[src/rtl/mac_pipe_acc.sv]
`default_nettype none
// +----------------------------------------------------------------------------+
// | Module   : mac_pipe_acc                                                    |
// | Purpose  : Pipelined multi-lane multiply-accumulate. Each accepted beat    |
// |            multiplies LANES weight/input pairs and sums them in a tree.    |
// |            The sum is added into a running accumulator, which is seeded    |
// |            from partial_sum_in on a first beat and emitted on a last beat. |
// | Pipeline : S1 products -> S2 tree sum -> accumulate/output register        |
// | Ports    : clk, rst_n (async, active low)                                  |
// |            in_valid/in_ready, weight, inp, partial_sum_in,                 |
// |            in_first, in_last, signed_mode     : input beat                 |
// |            out_valid/out_ready, partial_sum_out, overflow : result         |
// | Config   : MAC_SATURATE_EN - clamp the accumulator on overflow instead of  |
// |            wrapping modulo 2^ACCWIDTH                                      |
// | Revision : 1.0 - initial release                                           |
// +----------------------------------------------------------------------------+
module mac_pipe_acc #(
   parameter int WIDTH    = 8,
   parameter int LANES    = 4,
   parameter int ACCWIDTH = 32
) (
   input  logic                   clk,
   input  logic                   rst_n,
   input  logic                   in_valid,
   output logic                   in_ready,
   input  logic [LANES*WIDTH-1:0] weight,
   input  logic [LANES*WIDTH-1:0] inp,
   input  logic [ACCWIDTH-1:0]    partial_sum_in,
   input  logic                   in_first,
   input  logic                   in_last,
   input  logic                   signed_mode,
   output logic                   out_valid,
   input  logic                   out_ready,
   output logic [ACCWIDTH-1:0]    partial_sum_out,
   output logic                   overflow
);

   localparam int PW   = 2 * WIDTH;
   localparam int SUMW = PW + $clog2(LANES);
   localparam int MSB  = ACCWIDTH - 1;

   generate
      if (ACCWIDTH < SUMW) begin : g_accwidth_check
         $error("mac_pipe_acc: ACCWIDTH must be >= 2*WIDTH+clog2(LANES)");
      end
   endgenerate

   // The whole pipeline freezes only while a result sits unaccepted.
   logic en;
   assign en       = !(out_valid && !out_ready);
   assign in_ready = en;

   // Operands are extended to the product width first, so the low PW bits of
   // a plain multiply are correct for both signed and unsigned operands.
   logic [PW-1:0] prod_d [LANES];

   generate
      for (genvar k = 0; k < LANES; k++) begin : g_lane
         logic [PW-1:0] w_ext;
         logic [PW-1:0] x_ext;
         assign w_ext = {{WIDTH{signed_mode & weight[k*WIDTH+WIDTH-1]}}, weight[k*WIDTH +: WIDTH]};
         assign x_ext = {{WIDTH{signed_mode & inp[k*WIDTH+WIDTH-1]}}, inp[k*WIDTH +: WIDTH]};
         assign prod_d[k] = w_ext * x_ext;
      end
   endgenerate

   // S1 registers
   logic [PW-1:0]       s1_prod [LANES];
   logic                s1_valid, s1_first, s1_last, s1_signed;
   logic [ACCWIDTH-1:0] s1_psum;

   // S2 registers
   logic                s2_valid, s2_first, s2_last, s2_signed;
   logic [ACCWIDTH-1:0] s2_psum;
   logic [ACCWIDTH-1:0] s2_sum;

   // Accumulator state
   logic [ACCWIDTH-1:0] acc;
   logic                ovf_trk;

   logic [SUMW-1:0]     tree_sum;
   logic [ACCWIDTH-1:0] sum_ext;

   always_comb begin
      tree_sum = '0;
      for (int k = 0; k < LANES; k++) begin
         if (s1_signed) tree_sum = tree_sum + SUMW'($signed(s1_prod[k]));
         else           tree_sum = tree_sum + SUMW'(s1_prod[k]);
      end
      if (s1_signed) sum_ext = ACCWIDTH'($signed(tree_sum));
      else           sum_ext = ACCWIDTH'(tree_sum);
   end

   logic [ACCWIDTH-1:0] base;
   logic [ACCWIDTH:0]   raw;
   logic                add_ovf;
   logic [ACCWIDTH-1:0] acc_next;
   logic                trk_next;

   always_comb begin
      base = s2_first ? s2_psum : acc;
      raw  = {1'b0, base} + {1'b0, s2_sum};
      // Signed overflow: both addends share a sign that the result lost.
      if (s2_signed) add_ovf = (base[MSB] == s2_sum[MSB]) && (raw[MSB] != base[MSB]);
      else           add_ovf = raw[ACCWIDTH];
`ifdef MAC_SATURATE_EN
      if (add_ovf) begin
         if (s2_signed) acc_next = base[MSB] ? {1'b1, {MSB{1'b0}}} : {1'b0, {MSB{1'b1}}};
         else           acc_next = '1;
      end else begin
         acc_next = raw[MSB:0];
      end
`else
      acc_next = raw[MSB:0];
`endif
      // A first beat starts a fresh accumulation, so older overflow is dropped.
      trk_next = (s2_first ? 1'b0 : ovf_trk) | add_ovf;
   end

   always_ff @(posedge clk or negedge rst_n) begin
      if (!rst_n) begin
         for (int k = 0; k < LANES; k++) s1_prod[k] <= '0;
         s1_valid        <= 1'b0;
         s1_first        <= 1'b0;
         s1_last         <= 1'b0;
         s1_signed       <= 1'b0;
         s1_psum         <= '0;
         s2_valid        <= 1'b0;
         s2_first        <= 1'b0;
         s2_last         <= 1'b0;
         s2_signed       <= 1'b0;
         s2_psum         <= '0;
         s2_sum          <= '0;
         acc             <= '0;
         ovf_trk         <= 1'b0;
         out_valid       <= 1'b0;
         partial_sum_out <= '0;
         overflow        <= 1'b0;
      end else if (en) begin
         for (int k = 0; k < LANES; k++) s1_prod[k] <= prod_d[k];
         s1_valid  <= in_valid;
         s1_first  <= in_first;
         s1_last   <= in_last;
         s1_signed <= signed_mode;
         s1_psum   <= partial_sum_in;

         s2_valid  <= s1_valid;
         s2_first  <= s1_first;
         s2_last   <= s1_last;
         s2_signed <= s1_signed;
         s2_psum   <= s1_psum;
         s2_sum    <= sum_ext;

         if (s2_valid && s2_last) begin
            partial_sum_out <= acc_next;
            overflow        <= trk_next;
            out_valid       <= 1'b1;
            acc             <= '0;
            ovf_trk         <= 1'b0;
         end else begin
            // en=1 here means any pending result is being accepted now.
            out_valid <= 1'b0;
            overflow  <= 1'b0;
            if (s2_valid) begin
               acc     <= acc_next;
               ovf_trk <= trk_next;
            end
         end
      end
   end

endmodule
`default_nettype wire

[config.mk]
export PLATFORM = sky130hd
export DESIGN_NAME = mac_pipe_acc
export DESIGN_NICKNAME = d
export VERILOG_FILES = /design/src/rtl/mac_pipe_acc.sv
export SDC_FILE = /design/constraint.sdc
export NUM_CORES = 1
export LEC_CHECK = 0
export BUFFER_PORTS_ARGS = -buffer_cell sky130_fd_sc_hd__clkbuf_2
export CAP_MARGIN = 40
export CORE_ASPECT_RATIO = 0.9
export CORE_MARGIN = 1.5
export CORE_UTILIZATION = 27
export CTS_CLUSTER_SIZE = 30
export DETAILED_ROUTE_END_ITERATION = 7
export SLEW_MARGIN = 20
export SYNTH_ARGS = -nofsm -noshare
export SYNTH_HDL_FRONTEND = slang
export SYNTH_SLANG_ARGS = --single-unit
[constraint.sdc]
create_clock -name clk -period 8.75 [get_ports clk]
set_input_delay 1.75 -clock clk [delete_from_list [all_inputs] [get_ports clk]]
set_output_delay 1.75 -clock clk [all_outputs]
set_load 0.01 [all_outputs]
* Word level (Yosys, flattened, before mapping)
Cells that the tools add are included.
** Cells by class
- Add/subtract/negate cells :: 7
- Multipliers :: 4
- Equal/unequal tests :: 2
- Muxes and demuxes :: 14
- Bitwise gates (word level) :: 10
- Reductions and logical operators :: 8
** Operator list (count)
- 2-to-1 mux 32 bit :: 4
- 2-to-1 mux 18 bit :: 4
- multiplier 9 x 9 -> 16 bit :: 4
- adder 18 x 16 -> 18 bit :: 3
- adder 18 bit :: 3
- adder 32 x 32 -> 33 bit :: 1
- AND 1 bit :: 8
- 2-to-1 mux 1 bit :: 6
- AND reduction 2 bit :: 2
- logical AND 1 bit :: 3
- zero test 1 bit :: 2
- nonzero test 2 bit :: 1
- == test 1 bit :: 1
- != test 1 bit :: 1
- NOT 1 bit :: 1
- bitwise OR 1 bit :: 1
** Word-level totals
- Flip-flop bits (word level) :: 235
- Bits of input ports :: 103
- Output and inout port bits :: 35
- Logic and storage cells :: 65

* Depth between registers and ports, before layout
Gate-level depths: netlist of run 1.
- Word-level depth :: 8
- Gate-level depth with buffers :: 25
- Mapped depth without buffers :: 25

* Least setup slack after synthesis of run 1
OpenSTA, ideal clock, no wires.
- Path kind :: input to register
- Start :: in signed_mode
- End :: reg s1_prod[47] (netlist name)
- Library setup time :: 133 ps
- Arrival :: 6733 ps
- Required time :: 8617 ps
- Setup slack :: 1884 ps
- Stages :: 22
- Path buffers :: 3
- Cells stage by stage :: clkbuf_1 -> clkbuf_1 -> clkbuf_1 -> nand3_1 -> fa_1 -> inv_1 -> fa_1 -> fa_1 -> fa_1 -> inv_1 -> fa_1 -> inv_1 -> ha_1 -> a21oi_1 -> o21bai_1 -> a21oi_1 -> o21bai_1 -> a21oi_1 -> nor2_1 -> a211oi_1 -> xnor2_1 -> o21ai_0
** On the way
- Word-level cells in the longest chain between the ends :: 2
- Elaborated cells between the ends (all ways) :: 3
- Those cells by class :: mul (1); bitwise (2)
** Ends and longest elaborated chain
- from (decl) :: RTL line 31 : input logic signed_mode,
- AND 1 bit (on tied branches) :: RTL line 61, 62
- multiplier 9 x 9 -> 16 bit (*) :: RTL line 63 : assign prod_d[k] = w_ext * x_ext;
- to (decl) :: RTL line 68 : logic [PW-1:0] s1_prod [LANES];
Every way passes the cells marked *; elsewhere a longest branch is shown, timed or not.
A chain may end at the register's enable or synchronous reset.

* Final worst setup path of run 1
- Start :: in signed_mode
- End :: reg s1_prod[15] (netlist name)
The elaborated chain is that of the path after synthesis.

==> metrics.cfg, run 1 <==
[clock_network]
cts_sinks=222
cts_made_buffers=24
cts_hold_buf=0
cts_buffer_depth=3
root_buffer=clkbuf_16
cts_resized=0
cts_setup_buffers=0
clk_latency_ns=0.56
htree_levels=1
path_clk_slew_ns=0.06
cts_tree=done

[place]
port_buffers=137
place.gp.congestion=0.8377
dp_hpwl_mm=41.53
post-place-ws_ns=1.323

[sta]
worstMarginPinSlew_ns=0.8101
fin_tns_setup_ns=0
finalHoldViolCount=0
final.setup.worst_slack_ns=2.014
slew_violations=0
timing.final.crit_share_pct=76.98
grt_setup_unrepaired=no
setup_viol=0
slew_headroom_pct=45.99
fin_crit_ns=6.736
worst_clock_skew_ns=0.03019
fmax_mhz=148.5

[global_routing]
grt_max_degree=110
grt_remaining_overflow=0
grtUsageTotal_pct=12.42
antenna_found_initial=2
first_global_vias=16680
grt_pass1_wl_mm=87.29

[logic_synthesis]
synth.distinct_cells=59
synth_edf_count=0
synth_top_cell_by_area=dfrtp_1
synth_fa_ha_area_share_pct=34.40
syn_inst=2466
synth_top_area_share_pct=24.41
netlist_area_um2=22760
synth.yosys.warnings=0
syn_nets=3041
synthTopCellsByArea=dfrtp_1 24%, fa_1 23%, ha_1 12%, nand2_1 8.2%, inv_1 4.9%
synth_top_family_by_area=adder cells
synthMuxAreaShare_pct=2.958
synth-seq-cells=222
synth_compound_area_share_pct=9.353
async_flop_share_pct=100.0
synth_ff_type=dfrtp_1
synth_xor_area_share_pct=5.350
avgSynthCellArea_um2=9.228
synth-seq-area-share_pct=24.41
synthSimpleGateAreaFrac_pct=16.83

[worst_setup_path]
cp_max_fo=15
setup.worst_path.start_class=input port
cp_data_required_time_ns=9.14
worstSetupPathType=input port to register
cp.arrival_ns=7.13
end_kind=register

[die]
start_util_pct=27.39
dieWidth_um=309.0
die_y_um=278.4
io_pins=138
die_area_um2=86030
core_um2=83080
std_cell_rows=100

[run_status]
status=finished clean

[min_path]
hp-class=register to register

[finish]
final_common_cell=nand2_1
final_core_util_pct=30.63
area_delta_synth_final_pct=11.82
ff_latch_area_um2=5555
multi_input_area_um2=15690
final_cell_mix=497 x nand2_1, 297 x inv_1, 256 x fa_1, 222 x dfrtp_1, 216 x ha_1
fill_cells=8804
drive_above_1_share_pct=11.48
nets=3126

[routing]
wl_mm=52.29
first_pass_iters=5
vias_per_cell=4.426
wire_per_inst_um=14.16
drt-initial-drc-count=849
vias=16340
drc=0
ant_nets=0

[run]
drv_cap=0

-- worst paths after layout --
check / slack [ns] / endpoint / start / depth (start not counted)
setup / recovery: 2.01 / s1_prod[15]$_DFFE_PN0N_ / signed_mode / 21
hold / removal: 0.46 / s1_psum[2]$_DFFE_PN0N_ / s1_psum[2]$_DFFE_PN0N_ / 2
setup reg to reg: 2.96 / s2_sum[17]$_DFFE_PN0N_ / s1_prod[33]$_DFFE_PN0N_ / 23
hold reg to reg: 0.46 / s1_psum[2]$_DFFE_PN0N_ / s1_psum[2]$_DFFE_PN0N_ / 2
max in group asynchronous: 6.24 / s1_prod[45]$_DFFE_PN0N_ / rst_n / 2
min in group asynchronous: 1.23 / s1_psum[25]$_DFFE_PN0N_ / rst_n / 1
-- cell families after synthesis --
kind of cell / count (synthesis)
flip-flops: 222
multiplexers: 60
AND/OR/NAND/NOR: 853
XOR/XNOR: 139
AO/OA/AOI/OAI: 329
adder cells (fa/ha/maj): 472
buffers and inverters: 391
-- flip-flops by register name, summed over array words and instances, names as in the netlist --
signal / cells
acc: 32
out_valid: 1
overflow: 1
ovf_trk: 1
partial_sum_out: 32
s1_first: 1
s1_last: 1
s1_prod: 64
s1_psum: 32
s1_signed: 1
s1_valid: 1
s2_first: 1
s2_last: 1
s2_psum: 32
s2_signed: 1
s2_sum: 19
s2_valid: 1
-- per-stage QoR --
stage | hold WS, ns | instances | cell area, um^2
after floorplan | 0.4331 | 2466 | 22760
after global placement | 0.4512 | 3643 | 24550
after detailed placement | 0.4523 | 3644 | 24570
after CTS | 0.4514 | 3688 | 25390
after global routing | 0.4880 | 3692 | 25450
final | 0.4631 | 3692 | 25450
-- layer usage --
| metal | track usage (%) | vias to the layer above | share of wire (%) |
|---|---|---|---|
| li1 | - | 8083 | - |
| met1 | 17.34 | 7992 | 48 |
| met4 | 1.596 | 0 | 1.2 |
| met5 | 0 | - | 0 |
| met3 | 1.462 | 43 | 3.4 |
| met2 | 21.02 | 221 | 48 |
-- cells in the mapped netlist (all sizes together), types with 2 or more instances --
cell and number:
a21oi 115, nand4 9, mux2 58, inv 298
o21bai 34, a2111oi 2, a211oi 17, nor4 3
a211o 2, clkbuf 86, nor2 86, or2 27
ha 216, o21ai 54, nand2b 6, a311o 2
buf 7, o31ai 9, and2 126, a21boi 5
a22o 28, xor2 28, mux2i 2, o21a 11
xnor2 111, nor2b 15, nand3 35, a31oi 4
nand2 497, nor3 14, a21o 30, dfrtp 222
o211ai 3, and3 27, fa 256, or3 5
a31o 3
-- critical path, cell delays in order --
cell and delay [ns]:
clkbuf_2 0.44, nand2_1 0.35, or2_2 0.37, fa_1 0.45, fa_1 0.49, inv_1 0.05
fa_1 0.45, fa_1 0.49, inv_1 0.05, fa_1 0.49, inv_1 0.04, ha_1 0.28
a21oi_1 0.21, o21bai_1 0.09, a21oi_1 0.23, o21bai_1 0.10, a21oi_1 0.22, nor2_1 0.08
a211oi_1 0.26, xnor2_1 0.15, o21ai_0 0.08
-- area by class of cell --
cell class | instances | share of cell area [%]
Timing Repair Buffer | 152 | 3.353
Clock buffer | 28 | 2.498
Tap cell | 1122 | 5.517
Multi-Input combinational cell | 1853 | 61.65
Sequential cell | 222 | 21.83
Inverter | 298 | 4.416
Antenna cell | 1 | 0.009834
Clock inverter | 16 | 0.7228
Power of run 1 is left out: the tool's default activity adds up to more than one toggle a clock period on the data nets, which glitch-free logic cannot reach.
==> run 2, diff against run 1 <==
- clock period: 8.75 -> 6.4 ns (I/O delays scaled with it)
==> run 2 against run 1 <==
Worst hold slack worse by 0.0012 ns. First-iteration DRC count up 12%. Sequential share of layout area is 0.22 points lower. Highest routed layer unchanged. Non-clock buffer count is 16 higher. Count of clock-buffer cells in the layout up 5. Wire length fell by 0.11%. Die area unchanged.
==> metrics.cfg, run 2 (synthesis results as in run 1) <==
[run_status]
status=finished clean

[worst_setup_path]
cp_data_required_time_ns=6.82  ; -2.32 ns
worstSetupPathType=register to register
r2r_slack_ns=0.64  ; -2.32 ns
cp.arrival_ns=6.18  ; -0.95 ns
rr_worst_depth=23  ; unchanged
cp_max_fo=5  ; -10
cpMostUsedCell=o21ai_0
crit_chain=ha_1 > a21oi_1 > o211ai_1 > o41ai_1 > o21ai_0 > o21a_1 > o21ai_0 > nand2b_1 > a211oi_1 > nor2_1 > ha_1 > a21o_1 > a21o_1 > o21bai_1 > a21oi_1 > xnor2_1 > ha_1 > a21oi_1 > nand2_1 > o21ai_0 > xor2_1 > xnor2_1 > o21ai_0
end_kind=register
path_delay_family=compound AO/OA/AOI/OAI gates
crit_buf_inv=0  ; -4
r2r_end=s2_sum[17]$_DFFE_PN0N_
setup.worst_path.start_class=register
max_stage_delay_ns=0.60  ; +0.11 ns
rr_startpoint=s1_prod[33]$_DFFE_PN0N_
cp_slowest_cell=o41ai_1

[routing]
vias=16420  ; +0.49%
drc=0  ; unchanged
first_pass_iters=5  ; unchanged
ant_nets=0  ; unchanged
wl_mm=52.24  ; -0.11%
drt-initial-drc-count=951  ; +12%
vias_per_cell=4.423  ; about the same
wire_per_inst_um=14.07  ; -0.64%

[clock_network]
cts_resized=0  ; unchanged
cts_hold_buf=0  ; unchanged
cts_made_buffers=26  ; +8.3%
htree_levels=1  ; unchanged
cts_sinks=222  ; unchanged
cts_buffer_depth=3  ; unchanged
cts_setup_buffers=0  ; unchanged
cts_tree=done
clk_latency_ns=0.55  ; about the same
path_clk_slew_ns=0.06  ; about the same
root_buffer=clkbuf_16

[run]
drv_cap=0  ; unchanged

[sta]
finalHoldViolCount=0  ; unchanged
slew_headroom_pct=48.42  ; +2.4 points
setup_viol=0  ; unchanged
slew_violations=0  ; unchanged
timing.final.crit_share_pct=89.95
worst_clock_skew_ns=0.02381  ; -0.006377 ns
grt_setup_unrepaired=no
worstMarginPinSlew_ns=0.7737  ; -0.03645 ns
fmax_mhz=173.7
fin_crit_ns=5.757
fin_tns_setup_ns=0  ; unchanged

[global_routing]
met2_usage_pct=21.08  ; +0.063 points
top_usage_layer=met2
use_met1_pct=17.11  ; -0.23 points
grt_pass1_wl_mm=87.07  ; -0.25%
antenna_found_initial=2  ; unchanged
grtUsageTotal_pct=12.38  ; -0.040 points
first_global_vias=16610  ; -0.46%
grt_max_degree=135  ; +23%
grt_remaining_overflow=0  ; unchanged
grt_util_met3_pct=1.454  ; -0.0076 points

[die]
die_y_um=278.4  ; unchanged
start_util_pct=27.39  ; unchanged
std_cell_rows=100  ; unchanged
die_area_um2=86030  ; unchanged
core_um2=83080  ; unchanged
io_pins=138  ; unchanged
dieWidth_um=309.0  ; unchanged

[place]
placed_cells=3662  ; +0.49%
port_buffers=137  ; unchanged
dp_hpwl_mm=41.69  ; +0.38%
place.gp.congestion=0.8257  ; -1.4%
placed_cell_area_um2=24760  ; +0.76%

[min_path]
hp-start=s1_psum[8]$_DFFE_PN0N_
min_path_cells=2  ; unchanged
hp-class=register to register
hold_path_end=s2_psum[8]$_DFFE_PN0N_

[finish]
fill_cells=8854  ; +0.57%
largest_register_ff_count=64  ; unchanged
nets=3144  ; +0.58%
final_area_um2=25700  ; +1.0%
final_common_cell=nand2_1
largest-register=s1_prod
drive_above_1_share_pct=12.13  ; +0.65 points
area_delta_synth_final_pct=12.96
stdcell_count=3712  ; +0.54%
final_cell_mix=497 x nand2_1, 297 x inv_1, 256 x fa_1, 222 x dfrtp_1, 216 x ha_1
multi_input_area_um2=15690  ; unchanged
ff_latch_area_um2=5555  ; unchanged

run 2: per-layer routing:
metal  share of wire (%)  wire length (um)
met5                   0                 0
met4                 1.2               641
met3                 3.7              1915
met2                  48             25090
met1                  47             24590
run 2: worst max path at each step:
stage,start,cells past startpoint,to,slack (ns)
floorplan,signed_mode,22,s1_prod[47]$_DFFE_PN0N_,0.004
global placement,signed_mode,22,s1_prod[47]$_DFFE_PN0N_,0.13
detailed placement,signed_mode,22,s1_prod[47]$_DFFE_PN0N_,0.09
CTS,signed_mode,22,s1_prod[47]$_DFFE_PN0N_,0.67
global route,s1_prod[33]$_DFFE_PN0N_,23,s2_sum[17]$_DFFE_PN0N_,0.27
finish,s1_prod[33]$_DFFE_PN0N_,23,s2_sum[17]$_DFFE_PN0N_,0.64
run 2: area by class of cell:
type,count,share of cell area [%]
clock inverter,14,0.7642
clock buffer,33,2.828
inverter,298,4.371
antenna,2,0.01947
timing repair buffer,168,3.914
multi-input combinational,1853,61.03
sequential,222,21.61
tap,1122,5.461
run 2: tightest hold or removal path, delay by kind of cell, from the launching register on:
kind,cells,cell delay (ns)
flops,1,0.34
simple gates,2,0.10
run 2: stage by stage:
stage          utilization (%)  setup slack (ns)  hold slack (ns)
2_1_floorplan                -          0.004034           0.4331
3_3_place_gp             29.75            0.1341           0.4515
3_5_place_dp             29.80           0.08696           0.4518
4_1_cts                  30.91            0.6674           0.4713
5_1_grt                  30.94            0.2700           0.4796
6_report                 30.94            0.6431           0.4620
Power of run 2 is left out for the same reason.
